==> config.mk <==
export PLATFORM = sky130hd
export DESIGN_NAME = if_id_register
export DESIGN_NICKNAME = d
export VERILOG_FILES = /design/src/rtl/if_id_register.sv
export SDC_FILE = /design/constraint.sdc
export NUM_CORES = 1
export LEC_CHECK = 0
export ABC_AREA = 1
export BUFFER_PORTS_ARGS = -buffer_cell sky130_fd_sc_hd__buf_2
export CORE_UTILIZATION = 53
export CTS_BUF_LIST = sky130_fd_sc_hd__clkbuf_4 sky130_fd_sc_hd__clkbuf_8 sky130_fd_sc_hd__clkbuf_16
export CTS_CLUSTER_DIAMETER = 40
export DETAILED_ROUTE_END_ITERATION = 6
export GPL_TIMING_DRIVEN = 0
export PLACE_DENSITY = 0.8
export RECOVER_POWER = 100
export SYNTH_ARGS = -nofsm -noshare
export SYNTH_HDL_FRONTEND = slang
export SYNTH_SLANG_ARGS = --single-unit
export TNS_END_PERCENT = 1
==> constraint.sdc <==
create_clock -name clk -period 1.8 [get_ports clk]
set_input_delay 0.18 -clock clk [delete_from_list [all_inputs] [get_ports clk]]
set_output_delay 0.18 -clock clk [all_outputs]
set_load 0.02 [all_outputs]
==> src/rtl/if_id_register.sv <==
// IF/ID pipeline register: 2-entry skid buffer between fetch and decode with a
// valid/ready handshake, branch flush, and pre-split instruction fields.
module if_id_register #(
  parameter int unsigned       ADDR_W   = 64,
  parameter int unsigned       INST_W   = 32,
  parameter logic [INST_W-1:0] NOP_INST = 32'h00000013
) (
  input  logic              clk,
  input  logic              reset,
  input  logic [ADDR_W-1:0] PC_In,
  input  logic [INST_W-1:0] Instruction,
  input  logic              in_valid,
  output logic              in_ready,
  input  logic              flush,
  input  logic              out_ready,
  output logic              out_valid,
  output logic [ADDR_W-1:0] PC_Out,
  output logic [INST_W-1:0] Instruction_Out,
  output logic [6:0]        opcode,
  output logic [4:0]        rd,
  output logic [2:0]        funct3,
  output logic [4:0]        rs1,
  output logic [4:0]        rs2,
  output logic [6:0]        funct7
);

  // StEmpty: main invalid; StFull: main valid; StSkid: main and skid valid.
  typedef enum logic [1:0] {StEmpty, StFull, StSkid} state_e;

  state_e            state_q, state_d;
  logic [ADDR_W-1:0] main_pc_q, main_pc_d;
  logic [INST_W-1:0] main_inst_q, main_inst_d;
  logic [ADDR_W-1:0] skid_pc_q, skid_pc_d;
  logic [INST_W-1:0] skid_inst_q, skid_inst_d;
  logic              in_ready_q, in_ready_d;

  logic accept;
  logic consume;

  assign out_valid       = (state_q != StEmpty);
  assign in_ready        = in_ready_q;
  assign PC_Out          = main_pc_q;
  assign Instruction_Out = main_inst_q;

  assign accept  = in_valid & in_ready_q;
  assign consume = out_valid & out_ready;

  // Fields are plain slices so decode sees them in the same cycle as the word.
  assign opcode = Instruction_Out[6:0];
  assign rd     = Instruction_Out[11:7];
  assign funct3 = Instruction_Out[14:12];
  assign rs1    = Instruction_Out[19:15];
  assign rs2    = Instruction_Out[24:20];
  assign funct7 = Instruction_Out[31:25];

  // Next-state and entry updates; flush overrides any handshake this cycle.
  always_comb begin
    state_d     = state_q;
    main_pc_d   = main_pc_q;
    main_inst_d = main_inst_q;
    skid_pc_d   = skid_pc_q;
    skid_inst_d = skid_inst_q;

    if (flush) begin
      state_d     = StEmpty;
      main_pc_d   = '0;
      main_inst_d = NOP_INST;
      skid_pc_d   = '0;
      skid_inst_d = NOP_INST;
    end else begin
      unique case (state_q)
        StEmpty: begin
          if (accept) begin
            state_d     = StFull;
            main_pc_d   = PC_In;
            main_inst_d = Instruction;
          end
        end
        StFull: begin
          if (accept && consume) begin
            main_pc_d   = PC_In;
            main_inst_d = Instruction;
          end else if (accept) begin
            // Decode stalled: park the new word behind the head.
            state_d     = StSkid;
            skid_pc_d   = PC_In;
            skid_inst_d = Instruction;
          end else if (consume) begin
            // Main keeps the consumed word so the outputs stay stable.
            state_d = StEmpty;
          end
        end
        StSkid: begin
          if (consume) begin
            state_d     = StFull;
            main_pc_d   = skid_pc_q;
            main_inst_d = skid_inst_q;
          end
        end
        default: state_d = StEmpty;
      endcase
    end

    // Registered ready: low only while the skid entry is occupied.
    in_ready_d = (state_d != StSkid);
  end

  // State and storage registers with synchronous active-low reset.
  always_ff @(posedge clk) begin
    if (!reset) begin
      state_q     <= StEmpty;
      main_pc_q   <= '0;
      main_inst_q <= NOP_INST;
      skid_pc_q   <= '0;
      skid_inst_q <= NOP_INST;
      in_ready_q  <= 1'b1;
    end else begin
      state_q     <= state_d;
      main_pc_q   <= main_pc_d;
      main_inst_q <= main_inst_d;
      skid_pc_q   <= skid_pc_d;
      skid_inst_q <= skid_inst_d;
      in_ready_q  <= in_ready_d;
    end
  end

endmodule

==> metrics.md <==
| Metric | Value |
|---|---|
| Outcome | finished, final reports clean |
| Post-synth net total | 1580 |
| Clock sinks | ~200 |
| Synth Area in Adders | 0% |
| Most used cell, CP | nor2_1 |
| Combinational family with the most area after synthesis | simple AND/OR/NAND/NOR gates |
| DP Area | 10500 µm² |
| Num rows | between 40 and 50 |
| Vias | around 9400 |
| Worst path max stage delay | 0.41 ns |
| Final instance area | 11600 µm² |
| Max_cap viols | 0 |
| WL per Instance | about 12 µm |
| Mux contribution to synthesized area | 0% |
| Initial antenna violation count | 3 |
| Post-synth top area share | between 40% and 50% |
| Setup TNS | 0 ns |
| Root Buffer | clkbuf_16 |
| Ranking of synthesized cells by area | dfxtp_1 (43%), nand2_1 (20%), nor2_1 (16%) |
| Critical path class | reg -> reg |
| Peak VDD IR | 670 µV |
| Sw frac | 26.2% |
| Xor and xnor area share after synthesis | 0% |
| 1st-iter DRT viols | around 470 |
| Clock-pin slew of the registers on the worst-case setup and hold paths | approximately 0.080 ns |
| Fin nets | 1893 |
| FMAX | 0.595 GHz |
| Grt ovf | 0 |
| Hpwl dp | 16800 µm |
| Wire length of the first global-routing pass | between 40000 and 50000 µm |
| Post-route setup slack | between 0.1 and 0.15 ns |
| Clock Skews | about 0.0099 ns |
| Flops & latches, synth | between 150 and 200 |
| DRC | 0 |
| Slowest CP cell | dfxtp_1 |
| Drt pass-1 iters | 5 |
| Worst skew pair latency | 0.43 ns |
| Post-synthesis compound-gate area fraction | 5.31% |
| Via/cell ratio | approximately 4.6 |
| Port Buffers | 230 |
| Post-Synth Simple-Gate Area | 36.8% |
| Critical path, cell by cell | inv_1 > nand2_2 > buf_4 > buf_2 > nand2_1 > o21ai_0 > nor2_1 > nor2_1 |
| Crit path launch type | flip-flop |
| Num CTS Buffers | 17 |
| Logic pwr share | 12.7% |
| Slew Viols, Final | 0 |
| Count of cell types in the netlist | 15 |
| Die Wd | 133 µm |
| Die area | roughly 18000 µm² |
| Layout cells sized above 1 | 11.9% |
| Vias in the first global route | 8583 |
| Ys Warns | 0 |
| Final hold vios | 0 |
| Sequential share of the synthesized area | 43.1% |
| Post-place setup slack | -0.0394 ns |
| Worst hold path class | in -> reg |
| Worst Setup End Kind | flip-flop |
| Part of the power in registers | a little under half |
| CP max FO | 10 |
| H-tree lvl count | 4 |
| Ports | 231 |
| Tot GR Track Use | 28.1% |
| Average size of a mapped cell | just over 6 µm² |
| Post-Route WL | 24700 µm |
| Longest Clk Path Bufs | 2 |
| Core Box Area | roughly 17000 µm² |
| Internal power | 7.30 mW |
| Fin crit share | 93.4% |
| Mapped cell area | 9050 µm² |
| Switch Pwr | 2.59 mW |
| Starting Density | between 50% and 60% |
| CTS tree | built |
| Crit path arrival time | 2.06 ns |
| Lkg Pwr | 6.11 nW |
| Clock power frac | 41.8% |
| Final setup viols | 0 |
| Final min period | 1.68 ns |
| Area Growth Syn to Fin | 28.4% |
| Global placement routability congestion | 0.873 |
| Slew HR | 64.9% |
| RSZ-0062 raised after global routing | true |
| Largest net degree at the start of global routing | 18 |
| Cell Pwr Density | between 800 and 900 nW/µm² |
| Post-synth top area cell | dfxtp_1 |
| Final ANT Viol Nets | 0 |
| Post-Synthesis Cells | 1479 |
| Chip height | 133 µm |
| Worst Max-Slew Pin Slew | 0.526 ns |
| Required @ worst endpoint | between 2 and 2.5 ns |
per-stage QoR:
step                utilization (%)  hold slack, ns  cells  power (mW)
finish                         69.8         0.00691   2028        9.89
detailed placement             62.9           0.401   1929        5.76
global placement               62.9           0.394   1929        5.74
global route                   69.8         0.00700   2027        10.3
floorplan                         -           0.293   1479        5.33
CTS                            70.7        0.000263   2025        9.95
registers in the layout, indices dropped and copies added, names as in the netlist:
signal	cells
PC_Out	64
state_q	2
skid_pc_q	64
skid_inst_q	32
Instruction_Out	32
in_ready	1
power by group through the flow:
stage	Combinational (mW)	Clock, mW	Sequential (mW)
after floorplan	0.618	0	4.71
after global placement	1.15	0	4.59
after detailed placement	1.16	0	4.59
after CTS	1.28	4.17	4.50
after global routing	1.40	4.35	4.51
final	1.26	4.13	4.50
cell families (layout without fill, tap and decap cells):
family          count (synthesis)  in the layout
simple gates                  880            880
buf+inv                       308            634
flops                         195            195
compound gates                 96             96
other cells                     0              3
layout make-up:
class                           count  area (µm²)
Fill cell                        1499        5020
Antenna cell                        3        7.51
Buffer                            113         616
Sequential cell                   195        3900
Clock buffer                       18         439
Tap cell                          220         275
Timing Repair Buffer              294        1630
Clock inverter                     14         201
Multi-Input combinational cell    976        3810
Inverter                          195         732
metal layers:
| metal | share of wire [%] | vias up | wire length, µm | GRT usage [%] |
|---|---|---|---|---|
| li1 | - | 4907 | - | - |
| met1 | 45 | 4184 | 11000 | 34.2 |
| met2 | 48 | 293 | 11700 | 49.1 |
| met3 | 5.8 | 44 | 1430 | 6.17 |
| met4 | 1.9 | 2 | 478 | 9.39 |
| met5 | 0.053 | - | 13 | 0 |
final timing paths:
| check | startpoint | to | slack [ns] | cells past startpoint |
|---|---|---|---|---|
| setup / recovery | state_q[0] | PC_Out[19] | 0.12 | 8 |
| setup reg to reg | state_q[0] | PC_Out[19] | 0.12 | 8 |
| hold reg to reg | skid_inst_q[0] | skid_inst_q[0] | 0.49 | 2 |
| hold / removal | PC_In[10] | skid_pc_q[10] | 0.007 | 3 |
cell usage after synthesis, drive strengths merged:
master,instances
a21oi,1
buf,82
clkbuf,31
dfxtp,195
inv,195
nand2,491
nand3,10
nor2,379
o21ai,95
critical path: cells and delay by family (launching register included):
family                 cells  cell delay, ns
AOI/OAI and AO/OA          1            0.11
and+or+nand+nor            4            0.51
DFF                        1            0.41
buffers and inverters      3            0.60
what timing repair did:
action	CTS	global route
hold buffers	64	0
setup endpoints to repair	18	133
resized for setup	3	5
hold endpoints to repair	64	0
setup buffers	0	0
layout by cell type, fill, tap and decap left out, types with 17 or more instances in the layout:
master         Yosys  final
dlygate4sd3_1      0     64
clkbuf_16          0     17
nor2_1           379    379
buf_2             43    138
clkbuf_1          31    160
nand2_1          489    489
o21ai_0           94     94
inv_1            194    194
buf_4             34     37
dfxtp_1          195    195
No activity file was read; power rests on OpenSTA's default activity.
